--- config.mk ---
export PLATFORM = sky130hd
export DESIGN_NAME = stim_pulse_sequencer
export DESIGN_NICKNAME = d
export VERILOG_FILES = /design/src/rtl/stim_pulse_sequencer.sv
export SDC_FILE = /design/constraint.sdc
export NUM_CORES = 1
export LEC_CHECK = 0
export CAP_MARGIN = 10
export CORE_MARGIN = 2
export CORE_UTILIZATION = 50
export DETAILED_ROUTE_END_ITERATION = 8
export PLACE_DENSITY = 0.72
export SLEW_MARGIN = 10
export SYNTH_ARGS = -nofsm -noshare
export SYNTH_HDL_FRONTEND = slang
export SYNTH_SLANG_ARGS = --single-unit
export TNS_END_PERCENT = 5
--- constraint.sdc ---
create_clock -name clk -period 9.5 [get_ports clk]
set_input_delay 2.375 -clock clk [delete_from_list [all_inputs] [get_ports clk]]
set_output_delay 2.375 -clock clk [all_outputs]
set_load 0.05 [all_outputs]
--- src/rtl/stim_pulse_sequencer.sv ---
// Biphasic pulse-train sequencer: rest, cathodic, inter-pulse delay, anodic
// and discharge phases, with optional triangle magnitude ramp and channel sweep.

module stim_pulse_sequencer #(
    parameter int CNT_W = 16,
    parameter int MAG_W = 5,
    parameter int CH_W  = 2
) (
    input  logic             clk,
    input  logic             rst_n,
    input  logic             enable,
    input  logic             ramp_en,
    input  logic             sweep_en,
    input  logic [CNT_W-1:0] period_len,
    input  logic [CNT_W-1:0] cat_len,
    input  logic [CNT_W-1:0] ipd_len,
    input  logic [CNT_W-1:0] ano_len,
    input  logic [CNT_W-1:0] dis_len,
    input  logic [MAG_W-1:0] mag_target,
    input  logic [CH_W-1:0]  channel,
    input  logic [CH_W:0]    num_ch,
    input  logic [CNT_W-1:0] dwell,
    output logic             en_st,
    output logic             cat_st,
    output logic             ano_st,
    output logic             dis_st,
    output logic [CH_W-1:0]  ch_sel_st,
    output logic [MAG_W-1:0] mag_st,
    output logic             busy,
    output logic             pulse_done,
    output logic             cfg_err
);

    typedef enum logic [2:0] {
        S_IDLE,
        S_REST,
        S_CAT,
        S_IPD,
        S_ANO,
        S_DIS
    } state_t;

    localparam int SUM_W = CNT_W + 3;
    localparam logic [CNT_W-1:0] CNT_ONE = CNT_W'(1);
    localparam logic [MAG_W-1:0] MAG_ONE = MAG_W'(1);
    localparam logic [CH_W:0]    NCH_ONE = (CH_W+1)'(1);
    localparam logic [CH_W:0]    NCH_MAX = {1'b1, {CH_W{1'b0}}};

    state_t           state;
    state_t           state_nxt;
    logic [CNT_W-1:0] cnt;
    logic [CNT_W-1:0] cnt_nxt;
    logic             en_q1;
    logic             en_q2;
    logic             stop_req;
    logic             stop_nxt;

    logic [CNT_W-1:0] l_rest;
    logic [CNT_W-1:0] l_cat;
    logic [CNT_W-1:0] l_ipd;
    logic [CNT_W-1:0] l_ano;
    logic [CNT_W-1:0] l_dis;
    logic [CNT_W-1:0] l_dwell;
    logic [MAG_W-1:0] l_tgt;
    logic [CH_W:0]    l_num_ch;
    logic             l_ramp;
    logic             l_sweep;

    logic [MAG_W-1:0] mag;
    logic             up;
    logic [CH_W-1:0]  ch;
    logic [CNT_W-1:0] dwell_cnt;

    logic [SUM_W-1:0] phase_sum;
    logic [CNT_W-1:0] rest_in;
    logic             cfg_ok;
    logic             start_pulse;
    logic             start_go;
    logic             start_bad;
    logic             pulse_end;
    logic             going_idle;

    logic [MAG_W-1:0] mag_adv;
    logic             up_adv;
    logic             ramp_wrap;
    logic             ch_step;
    logic [CH_W-1:0]  ch_adv;

    // Sum is kept wide so large phase lengths cannot wrap into a valid rest.
    always_comb begin
        phase_sum = SUM_W'(cat_len) + SUM_W'(ipd_len)
                  + SUM_W'(ano_len) + SUM_W'(dis_len);
        rest_in   = period_len - phase_sum[CNT_W-1:0];
        cfg_ok    = (SUM_W'(period_len) > phase_sum)
                  && (cat_len != '0)
                  && (ano_len != '0)
                  && (dis_len != '0)
                  && (!sweep_en
                      || ((num_ch != '0) && (num_ch <= NCH_MAX)))
                  && (!(sweep_en && !ramp_en) || (dwell != '0));
    end

    assign start_pulse = en_q1 & ~en_q2;

    always_comb begin
        state_nxt = state;
        cnt_nxt   = cnt;
        stop_nxt  = stop_req;
        start_go  = 1'b0;
        start_bad = 1'b0;
        pulse_end = 1'b0;
        unique case (state)
            S_IDLE: begin
                stop_nxt = 1'b0;
                if (start_pulse) begin
                    if (cfg_ok) begin
                        state_nxt = S_REST;
                        cnt_nxt   = rest_in - CNT_ONE;
                        start_go  = 1'b1;
                    end else begin
                        start_bad = 1'b1;
                    end
                end
            end
            S_REST: begin
                stop_nxt = 1'b0;
                if (!enable) begin
                    state_nxt = S_IDLE;
                end else if (cnt == '0) begin
                    state_nxt = S_CAT;
                    cnt_nxt   = l_cat - CNT_ONE;
                end else begin
                    cnt_nxt = cnt - CNT_ONE;
                end
            end
            S_CAT: begin
                stop_nxt = stop_req | ~enable;
                if (cnt != '0) begin
                    cnt_nxt = cnt - CNT_ONE;
                end else if (l_ipd == '0) begin
                    state_nxt = S_ANO;
                    cnt_nxt   = l_ano - CNT_ONE;
                end else begin
                    state_nxt = S_IPD;
                    cnt_nxt   = l_ipd - CNT_ONE;
                end
            end
            S_IPD: begin
                stop_nxt = stop_req | ~enable;
                if (cnt != '0) begin
                    cnt_nxt = cnt - CNT_ONE;
                end else begin
                    state_nxt = S_ANO;
                    cnt_nxt   = l_ano - CNT_ONE;
                end
            end
            S_ANO: begin
                stop_nxt = stop_req | ~enable;
                if (cnt != '0) begin
                    cnt_nxt = cnt - CNT_ONE;
                end else begin
                    state_nxt = S_DIS;
                    cnt_nxt   = l_dis - CNT_ONE;
                end
            end
            S_DIS: begin
                if (cnt != '0) begin
                    stop_nxt = stop_req | ~enable;
                    cnt_nxt  = cnt - CNT_ONE;
                end else begin
                    pulse_end = 1'b1;
                    stop_nxt  = 1'b0;
                    if (stop_req || !enable) begin
                        state_nxt = S_IDLE;
                    end else begin
                        state_nxt = S_REST;
                        cnt_nxt   = l_rest - CNT_ONE;
                    end
                end
            end
            default: begin
                state_nxt = S_IDLE;
                stop_nxt  = 1'b0;
            end
        endcase
    end

    assign going_idle = (state != S_IDLE) && (state_nxt == S_IDLE);

    // Triangle walk; a wrap marks the end of one 2T+1 pulse ramp cycle.
    always_comb begin
        mag_adv   = mag;
        up_adv    = up;
        ramp_wrap = 1'b0;
        if (up) begin
            if (mag != l_tgt) begin
                mag_adv = mag + MAG_ONE;
            end else if (l_tgt == '0) begin
                ramp_wrap = 1'b1;
            end else begin
                up_adv  = 1'b0;
                mag_adv = mag - MAG_ONE;
            end
        end else if (mag == '0) begin
            ramp_wrap = 1'b1;
            up_adv    = 1'b1;
        end else begin
            mag_adv = mag - MAG_ONE;
        end
    end

    always_comb begin
        ch_step = l_ramp ? ramp_wrap : (dwell_cnt == l_dwell - CNT_ONE);
        if ({1'b0, ch} == l_num_ch - NCH_ONE) begin
            ch_adv = '0;
        end else begin
            ch_adv = ch + CH_W'(1);
        end
    end

    always_ff @(posedge clk) begin
        if (!rst_n) begin
            state     <= S_IDLE;
            cnt       <= '0;
            en_q1     <= 1'b0;
            en_q2     <= 1'b0;
            stop_req  <= 1'b0;
            cfg_err   <= 1'b0;
            l_rest    <= '0;
            l_cat     <= '0;
            l_ipd     <= '0;
            l_ano     <= '0;
            l_dis     <= '0;
            l_dwell   <= '0;
            l_tgt     <= '0;
            l_num_ch  <= '0;
            l_ramp    <= 1'b0;
            l_sweep   <= 1'b0;
            mag       <= '0;
            up        <= 1'b1;
            ch        <= '0;
            dwell_cnt <= '0;
        end else begin
            en_q1    <= enable;
            en_q2    <= en_q1;
            state    <= state_nxt;
            cnt      <= cnt_nxt;
            stop_req <= stop_nxt;
            if (start_bad) begin
                cfg_err <= 1'b1;
            end
            if (start_go) begin
                cfg_err   <= 1'b0;
                l_rest    <= rest_in;
                l_cat     <= cat_len;
                l_ipd     <= ipd_len;
                l_ano     <= ano_len;
                l_dis     <= dis_len;
                l_dwell   <= dwell;
                l_tgt     <= mag_target;
                l_num_ch  <= num_ch;
                l_ramp    <= ramp_en;
                l_sweep   <= sweep_en;
                mag       <= ramp_en ? '0 : mag_target;
                up        <= 1'b1;
                ch        <= sweep_en ? '0 : channel;
                dwell_cnt <= '0;
            end else if (going_idle) begin
                mag       <= '0;
                up        <= 1'b1;
                ch        <= '0;
                dwell_cnt <= '0;
            end else if (pulse_end) begin
                if (l_ramp) begin
                    mag <= mag_adv;
                    up  <= up_adv;
                end
                if (l_sweep && ch_step) begin
                    ch <= ch_adv;
                end
                dwell_cnt <= ch_step ? '0 : dwell_cnt + CNT_ONE;
            end
        end
    end

    assign busy       = (state != S_IDLE);
    assign en_st      = busy;
    assign cat_st     = (state == S_CAT);
    assign ano_st     = (state == S_ANO);
    assign dis_st     = (state == S_DIS);
    assign pulse_done = (state == S_DIS) && (cnt == '0);
    assign mag_st     = busy ? mag : '0;
    assign ch_sel_st  = busy ? ch : '0;

endmodule

=== Word-level counts from Yosys, hierarchy flattened ===
Cells that the tools add are included.

* Register bits: 153
* Output and inout bits: 14
* Logic and storage cells: 156

* $add $sub $neg: 17
* $lt $le $gt $ge: 2
* Eq/ne operators: 14
* Mux-type cells: 57
* Bitwise gates (word level): 5
* Reduce and logical (&&, ||, !) cells: 41

{| class="wikitable"
|+ Operators with widths
! cell !! number
|-
| 16-bit two-way mux || 11
|-
| 16-bit by 1-bit subtractor with 16-bit output (second input constant) || 8
|-
| 16-bit one-hot mux with 6 select lines || 1
|-
| 16-bit nonzero test || 5
|-
| 5-bit two-way mux || 10
|-
| 16-bit zero test || 2
|-
| 3-bit two-way mux || 9
|-
| 18-bit by 16-bit adder with 19-bit output || 1
|-
| 16-bit by 19-bit > comparator with 1-bit output || 1
|-
| 17-bit by 16-bit adder with 18-bit output || 1
|-
| 3-bit one-hot mux with 6 select lines || 1
|-
| 16-bit by 16-bit adder with 17-bit output || 1
|-
| 1-bit two-way mux || 17
|-
| 16-bit by 1-bit adder with 16-bit output (second input constant) || 1
|-
| 16-bit == test || 1
|-
| 16-bit subtractor || 1
|-
| 3-bit nonzero test || 5
|-
| 2-bit two-way mux || 7
|-
| 1-bit logical AND || 10
|-
| 5-bit zero test || 2
|-
| 3-bit by 2-bit == test with 1-bit output (second input constant) || 2
|-
| 3-bit == test (second input constant) || 2
|-
| 3-bit zero test || 2
|-
| 2-bit inequality test (second input constant) || 3
|-
| other kinds (23) || 32
|}

=== Longest topological paths before layout ===
* Depth in word-level cells: 16
* Depth in mapped cells: 25
* Gate-level depth less buffers: 23

=== Least setup slack after synthesis ===
Ideal clock, no wire load.

* Path kind: input port to flip-flop
* From: input port cat_len[2]
* To: register l_rest[14]
* Library setup time: 0.070 ns
* Arrival time: 7.078 ns
* Required time: 9.430 ns
* Path slack: 2.352 ns
* Stages: 23
* Cell sequence: inv_1 -> fa_1 -> fa_1 -> inv_1 -> ha_1 -> a211oi_1 -> nor3_1 -> a211oi_1 -> o21bai_1 -> a21oi_1 -> xor2_1 -> ha_1 -> and2_1 -> nand4_1 -> o22ai_1 -> or3_1 -> a41oi_1 -> o211ai_2 -> nor2_1 -> buf_2 -> buf_2 -> nand2_1 -> a21oi_1

* Cells in the longest elaborated chain, start to end: 12
* Elaborated cells between the ends (all ways): 14
* Those cells by class: add/sub (4); order compare (1); mux (3); reduce/logical (6)

{| class="wikitable"
|+ Ends and longest elaborated chain
! what !! line !! source
|-
| start, declared || 15 || <nowiki>input logic [CNT_W-1:0] cat_len,</nowiki>
|-
| 16-bit by 16-bit adder with 17-bit output || 91 || <nowiki>phase_sum = SUM_W'(cat_len) + SUM_W'(ipd_len)</nowiki>
|-
| 17-bit by 16-bit adder with 18-bit output || 92 || <nowiki>+ SUM_W'(ano_len) + SUM_W'(dis_len);</nowiki>
|-
| 18-bit by 16-bit adder with 19-bit output || 92 ||
|-
| 16-bit by 19-bit > comparator with 1-bit output || 94 || <nowiki>cfg_ok = (SUM_W'(period_len) > phase_sum)</nowiki>
|-
| 1-bit logical AND || 95 || <nowiki>&& (cat_len != '0)</nowiki>
|-
| 1-bit logical AND || 96 || <nowiki>&& (ano_len != '0)</nowiki>
|-
| 1-bit logical AND || 97 || <nowiki>&& (dis_len != '0)</nowiki>
|-
| 1-bit logical AND || 98 || <nowiki>&& (!sweep_en</nowiki>
|-
| 1-bit logical AND || 100 || <nowiki>&& (!(sweep_en && !ramp_en) || (dwell != '0));</nowiki>
|-
| 1-bit two-way mux || 116 || <nowiki>if (cfg_ok) begin</nowiki>
|-
| 1-bit two-way mux || 115 || <nowiki>if (start_pulse) begin</nowiki>
|-
| 1-bit two-way mux || 112 || <nowiki>unique case (state)</nowiki>
|-
| end signal, assigned || 254 || <nowiki>l_rest <= rest_in;</nowiki>
|-
| end, declared || 58 || <nowiki>logic [CNT_W-1:0] l_rest;</nowiki>
|}

Parallel ways exist; a longest one is shown, timed or not.
A chain may end at the register's enable or synchronous reset.

=== Final worst setup path ===
* From: input port cat_len[2]
* To: register cnt[11]

* Cells in the longest elaborated chain, start to end: 11
* Elaborated cells between the ends (all ways): 17
* Those cells by class: add/sub (5); order compare (1); eq/ne (1); mux (3); reduce/logical (7)

{| class="wikitable"
|+ Ends and longest elaborated chain
! what !! line !! source
|-
| branches (longest 11 deep; another with 18-bit by 16-bit adder with 19-bit output) || - ||
|-
| end signal, assigned || 247 || <nowiki>cnt <= cnt_nxt;</nowiki>
|-
| end, declared || 51 || <nowiki>logic [CNT_W-1:0] cnt;</nowiki>
|}

Several ways; the timed one is not identified. The select of a mux whose other input is x is not followed.

==> flow_summary.html <==
<table>
<tr><th>Metric</th><th>Value</th></tr>
<tr><th colspan="2">Status</th></tr>
<tr><td>Status</td><td>completed</td></tr>
<tr><th colspan="2">Final layout</th></tr>
<tr><td>Non-Filler Instances</td><td>2009</td></tr>
<tr><td>P&amp;R area growth vs syn</td><td>17.4%</td></tr>
<tr><td>Number of nets in the layout</td><td>1869</td></tr>
<tr><td>Fraction of final layout cells with drive strength greater than 1</td><td>4.08%</td></tr>
<tr><td>Antenna diode count</td><td>0</td></tr>
<tr><th colspan="2">Clock network</th></tr>
<tr><td>Post-CTS Hold Buffers</td><td>0</td></tr>
<tr><td>Resize count post-CTS</td><td>0</td></tr>
<tr><td>Maximum count of clock buffers along a single path</td><td>2</td></tr>
<tr><td>Clock buffer count from CTS</td><td>17</td></tr>
<tr><td>Maximum level of the CTS H-tree</td><td>4</td></tr>
<tr><td>Num Clock Sinks</td><td>153</td></tr>
<tr><td>Clock Tree Root</td><td>sky130_fd_sc_hd__clkbuf_16</td></tr>
<tr><td>Clock insertion delay at the later pin of the skew report</td><td>around 440 ps</td></tr>
<tr><td>Clock edge transition at the registers on the reported setup and hold paths</td><td>approximately 70 ps</td></tr>
<tr><td>Post-CTS repair timing setup buffer count</td><td>0</td></tr>
<tr><td>Clock tree from TritonCTS</td><td>built</td></tr>
<tr><th colspan="2">Die</th></tr>
<tr><td>Height of the die</td><td>158 um</td></tr>
<tr><td>Placeable core area</td><td>23300 um^2</td></tr>
<tr><td>Die Span X</td><td>158 um</td></tr>
<tr><td>Std cell rows</td><td>56</td></tr>
<tr><td>Initial Util</td><td>roughly 51%</td></tr>
<tr><td>Ports placed on the boundary</td><td>about 130</td></tr>
<tr><td>Die Area</td><td>24900 um^2</td></tr>
<tr><th colspan="2">Setup path</th></tr>
<tr><td>Chain of cells forming the critical path</td><td>clkdlybuf4s50_1, inv_1, fa_1, fa_1, inv_1, ha_1, a211oi_1, nor3_1, a211oi_1, o21bai_1, a21oi_1, xor2_1, ha_1, and2_1, nand4_1, o22ai_1, or3_1, a41oi_1, o211ai_2, a21boi_2, buf_4, nand2b_1, a21oi_1</td></tr>
<tr><td>Worst Path Required</td><td>9770 ps</td></tr>
<tr><td>Kind of cell with the highest combined delay on the critical path</td><td>compound AO/OA/AOI/OAI gates</td></tr>
<tr><td>Launch point of the critical path</td><td>cat_len[2]</td></tr>
<tr><td>Worst reg-to-reg path cell count</td><td>8</td></tr>
<tr><td>Maximum fanout along the worst path</td><td>17</td></tr>
<tr><td>Stage delay of the slowest cell on the critical path</td><td>690 ps</td></tr>
<tr><td>Kind of capture point of the worst setup path</td><td>register</td></tr>
<tr><td>Classification of the worst setup path</td><td>input port to register</td></tr>
<tr><td>Reg2Reg Launch Point</td><td>l_ipd[7]</td></tr>
<tr><td>Arrival time at the worst endpoint</td><td>slightly below 9000 ps</td></tr>
<tr><td>Endpoint of the lowest-slack register-to-register path</td><td>cnt[8]</td></tr>
<tr><td>Kind of launch point of the worst setup path</td><td>input port</td></tr>
<tr><td>CP Buf/Inv Count</td><td>4</td></tr>
<tr><td>Critical Path Slowest Stage Cell</td><td>sky130_fd_sc_hd__a21boi_2</td></tr>
<tr><td>Reg2reg setup slack</td><td>roughly 5800 ps</td></tr>
<tr><th colspan="2">Place</th></tr>
<tr><td>Number of cells in the design after placement</td><td>1977</td></tr>
<tr><td>Quantity of I/O buffers inserted on ports</td><td>between 100 and 150</td></tr>
<tr><td>Total half-perimeter wirelength after legalization and detailed placement</td><td>29800 um</td></tr>
<tr><td>Gp weighted congestion</td><td>1.04</td></tr>
<tr><th colspan="2">Min path</th></tr>
<tr><td>Cells on Worst Hold Path</td><td>2</td></tr>
<tr><td>Type of the worst min-delay path</td><td>register to register</td></tr>
<tr><td>Startpoint of the most critical hold path</td><td>l_num_ch[1]</td></tr>
<tr><td>Hold path endpoint</td><td>l_num_ch[1]</td></tr>
<tr><th colspan="2">STA</th></tr>
<tr><td>Hold Fails Final Rpt</td><td>0</td></tr>
<tr><td>Final cycle utilization of the critical path</td><td>89.5%</td></tr>
<tr><td>Final period demand of the worst path</td><td>~8500 ps</td></tr>
<tr><td>Highest clock frequency the design can meet</td><td>0.118 GHz</td></tr>
<tr><td>Max-slew violation total from the final report</td><td>0</td></tr>
<tr><td>Setup violations, final</td><td>0</td></tr>
<tr><td>Unrepaired setup endpoints after global routing</td><td>no</td></tr>
<tr><td>Pin slew with the least headroom to its limit</td><td>1100 ps</td></tr>
<tr><td>Clock skew after layout</td><td>approximately 19 ps</td></tr>
<tr><td>Setup TNS</td><td>0 ps</td></tr>
<tr><td>Rel. slew slack</td><td>27.0%</td></tr>
<tr><th colspan="2">Synthesis</th></tr>
<tr><td>Number of flops mapped to enable cells by yosys</td><td>0</td></tr>
<tr><td>Post-synthesis async set-or-reset flop share</td><td>0%</td></tr>
<tr><td>Netlist Area Pre-Place</td><td>11800 um^2</td></tr>
<tr><td>Synthesized area divided by synthesized cell count</td><td>between 7 and 8 um^2</td></tr>
<tr><td>Nets in the synthesized netlist</td><td>1789</td></tr>
<tr><td>Synthesized flop and latch total</td><td>153</td></tr>
<tr><td>Count of distinct cell types in the synthesized netlist</td><td>72</td></tr>
<tr><td>Post-synth top flop</td><td>sky130_fd_sc_hd__dfxtp_1</td></tr>
<tr><td>Part of the Yosys area used for sequential elements</td><td>between 20% and 30%</td></tr>
<tr><td>Yosys synthesis warning count</td><td>0</td></tr>
<tr><td>Cells after synthesis</td><td>between 1500 and 2000</td></tr>
<tr><th colspan="2">Power</th></tr>
<tr><td>Total power density per cell area</td><td>approximately 260 nW/um^2</td></tr>
<tr><td>Static leakage</td><td>5.50 nW</td></tr>
<tr><td>Maximum ir drop on the vdd rail</td><td>around 280 uV</td></tr>
<tr><td>Final Power</td><td>3.62 mW</td></tr>
<tr><th colspan="2">Detailed routing</th></tr>
<tr><td>Count of nets left with antenna violations after detail routing</td><td>0</td></tr>
<tr><td>Detailed-routing iteration count for the pre-antenna-repair pass</td><td>7</td></tr>
<tr><td>WL/cell</td><td>19.2 um</td></tr>
<tr><td>Total Wirelength</td><td>38600 um</td></tr>
<tr><td>Violation count after the first detailed-route iteration</td><td>1136</td></tr>
<tr><td>Vias/cell</td><td>5.99</td></tr>
<tr><td>Total number of vias</td><td>between 10000 and 15000</td></tr>
<tr><td>DRC errors left</td><td>0</td></tr>
<tr><th colspan="2">Global routing</th></tr>
<tr><td>Via count of the first global-routing pass</td><td>between 10000 and 15000</td></tr>
<tr><td>Wire length of the first global-routing pass</td><td>between 60000 and 70000 um</td></tr>
<tr><td>Global-route congestion overflow total</td><td>0</td></tr>
<tr><td>All-layer global routing usage</td><td>31.2%</td></tr>
<tr><td>Antenna violations before repair</td><td>0</td></tr>
<tr><td>Pin count of the biggest net entering global routing</td><td>98</td></tr>
<tr><th colspan="2">Run</th></tr>
<tr><td>Number of maximum-capacitance violations</td><td>0</td></tr>
</table>
[logic make-up (layout without fill, tap and decap cells)]
logic type      count (synthesis)  after routing  share of synthesized area (%)
fa+ha+maj                      81             81                           10.6
flops                         153            153                           25.9
compound gates                381            381                           19.6
mux                             9              9                          0.771
buf+inv                       180            273                           5.99
xor+xnor                      150            150                           11.1
simple gates                  643            643                           26.0
[per-stage QoR]
stage / hold slack, ps / cell area [um^2] / util (%) / setup slack [ps]
6_report: 469 / 13900 / 59.6 / 993
3_3_place_gp: 446 / 13300 / 57.0 / 773
3_5_place_dp: 458 / 13300 / 57.0 / 629
4_1_cts: 469 / 13900 / 59.6 / 1050
5_1_grt: 489 / 13900 / 59.6 / 612
2_1_floorplan: 436 / 11800 / - / 2350
[state kept, by name, indices dropped and copies added (netlist names), 5 cells and up]
signal / count
l_tgt: 5
l_dwell: 16
l_rest: 16
l_ipd: 16
l_dis: 16
cnt: 16
l_ano: 16
dwell_cnt: 16
l_cat: 16
mag: 5
[how the worst max path moves through the flow]
stage                      end  slack, ps  cells after the start
floorplan           l_rest[14]       2350                     23
global placement       cnt[11]        770                     23
detailed placement     cnt[11]        630                     23
CTS                    cnt[11]       1050                     23
global route           cnt[11]        610                     23
finish                 cnt[11]        990                     23
[worst register-to-register path, delay by kind of cell (launching register included)]
kind	cells	cell delay (ps)
and+or+nand+nor	2	1040
DFF	1	360
AOI/OAI and AO/OA	6	2170
[synth_stat cells, types with 4 or more instances]
cell type / instances / area share [%]
sky130_fd_sc_hd__nand2_1: 279 / 8.8
sky130_fd_sc_hd__a21oi_1: 177 / 7.5
sky130_fd_sc_hd__dfxtp_1: 153 / 26
sky130_fd_sc_hd__inv_1: 106 / 3.4
sky130_fd_sc_hd__nor2_1: 97 / 3.1
sky130_fd_sc_hd__xnor2_1: 96 / 7.1
sky130_fd_sc_hd__clkbuf_1: 56 / 1.8
sky130_fd_sc_hd__o21ai_0: 56 / 2.4
sky130_fd_sc_hd__xor2_1: 54 / 4.0
sky130_fd_sc_hd__nor3_1: 50 / 2.1
sky130_fd_sc_hd__ha_1: 48 / 5.1
sky130_fd_sc_hd__nor4_1: 41 / 2.2
sky130_fd_sc_hd__nand3_1: 34 / 1.4
sky130_fd_sc_hd__fa_1: 33 / 5.6
sky130_fd_sc_hd__or3_1: 19 / 1.0
sky130_fd_sc_hd__o22ai_1: 18 / 0.95
sky130_fd_sc_hd__a211oi_1: 16 / 1.0
sky130_fd_sc_hd__and2_1: 15 / 0.79
sky130_fd_sc_hd__nand2b_1: 15 / 0.79
sky130_fd_sc_hd__a31oi_1: 13 / 0.69
sky130_fd_sc_hd__nand3b_1: 13 / 0.82
sky130_fd_sc_hd__buf_2: 12 / 0.51
sky130_fd_sc_hd__nand4_1: 12 / 0.63
sky130_fd_sc_hd__or4_1: 12 / 0.76
sky130_fd_sc_hd__o211ai_1: 11 / 0.70
sky130_fd_sc_hd__a21o_1: 10 / 0.63
sky130_fd_sc_hd__nor2b_1: 10 / 0.53
sky130_fd_sc_hd__a22oi_1: 9 / 0.57
sky130_fd_sc_hd__and3_1: 9 / 0.48
sky130_fd_sc_hd__or2_2: 9 / 0.48
sky130_fd_sc_hd__a311oi_1: 8 / 0.59
sky130_fd_sc_hd__mux2i_1: 8 / 0.68
sky130_fd_sc_hd__o21a_1: 7 / 0.44
sky130_fd_sc_hd__nor3b_1: 6 / 0.38
sky130_fd_sc_hd__nor4b_1: 6 / 0.44
sky130_fd_sc_hd__o31ai_1: 6 / 0.38
sky130_fd_sc_hd__nand4b_1: 5 / 0.37
sky130_fd_sc_hd__o21bai_1: 5 / 0.32
sky130_fd_sc_hd__o221ai_1: 5 / 0.37
sky130_fd_sc_hd__o211a_1: 4 / 0.34
[area by class of cell]
class / count / area (um^2)
inverters: 106 / 399
clock inverters: 15 / 175
flip-flops and latches: 153 / 3060
fillers: 2185 / 9430
repair buffers: 135 / 1350
well taps: 319 / 399
multi-input cells: 1264 / 8090
clock buffers: 17 / 425
[layer usage]
| metal | GRT usage (%) | up-vias | part of all wire, % |
|---|---|---|---|
| met5 | 0 | - | 0 |
| met4 | 15.2 | 0 | 4.7 |
| met3 | 3.94 | 101 | 7.0 |
| met2 | 51.2 | 524 | 46 |
| met1 | 40.7 | 5687 | 42 |
| li1 | - | 5726 | - |
[report_power, final]
group | total (mW) | switching (mW) | internal, mW
Clock | 0.710 | 0.313 | 0.397
Combinational | 2.17 | 1.33 | 0.844
Sequential | 0.734 | 0.0548 | 0.680
[cells in the final DEF, fill, tap and decap left out, types with 7 or more instances in the layout]
cell type / synthesis / routed
sky130_fd_sc_hd__xor2_1: 54 / 54
sky130_fd_sc_hd__xnor2_1: 96 / 96
sky130_fd_sc_hd__inv_1: 106 / 105
sky130_fd_sc_hd__o211ai_1: 11 / 11
sky130_fd_sc_hd__a211oi_1: 16 / 16
sky130_fd_sc_hd__a21o_1: 10 / 10
sky130_fd_sc_hd__mux2i_1: 8 / 8
sky130_fd_sc_hd__nand4_1: 12 / 12
sky130_fd_sc_hd__o22ai_1: 18 / 18
sky130_fd_sc_hd__dfxtp_1: 153 / 153
sky130_fd_sc_hd__a311oi_1: 8 / 8
sky130_fd_sc_hd__or4_1: 12 / 12
sky130_fd_sc_hd__ha_1: 48 / 48
sky130_fd_sc_hd__fa_1: 33 / 33
sky130_fd_sc_hd__nand2_1: 279 / 279
sky130_fd_sc_hd__buf_4: 1 / 9
sky130_fd_sc_hd__clkbuf_16: 0 / 17
sky130_fd_sc_hd__nor3_1: 50 / 50
sky130_fd_sc_hd__a21oi_1: 177 / 177
sky130_fd_sc_hd__nor2b_1: 10 / 10
sky130_fd_sc_hd__nor2_1: 97 / 96
sky130_fd_sc_hd__nand3b_1: 13 / 13
sky130_fd_sc_hd__a31oi_1: 13 / 13
sky130_fd_sc_hd__nand2b_1: 15 / 15
sky130_fd_sc_hd__o21a_1: 7 / 7
sky130_fd_sc_hd__and3_1: 9 / 9
sky130_fd_sc_hd__nor4_1: 41 / 41
sky130_fd_sc_hd__and2_1: 15 / 15
sky130_fd_sc_hd__a22oi_1: 9 / 9
sky130_fd_sc_hd__o21ai_0: 56 / 56
sky130_fd_sc_hd__clkdlybuf4s50_1: 0 / 124
sky130_fd_sc_hd__or3_1: 19 / 19
sky130_fd_sc_hd__nand3_1: 34 / 34
sky130_fd_sc_hd__or2_2: 9 / 8
Power figures use the tool's default switching activity.
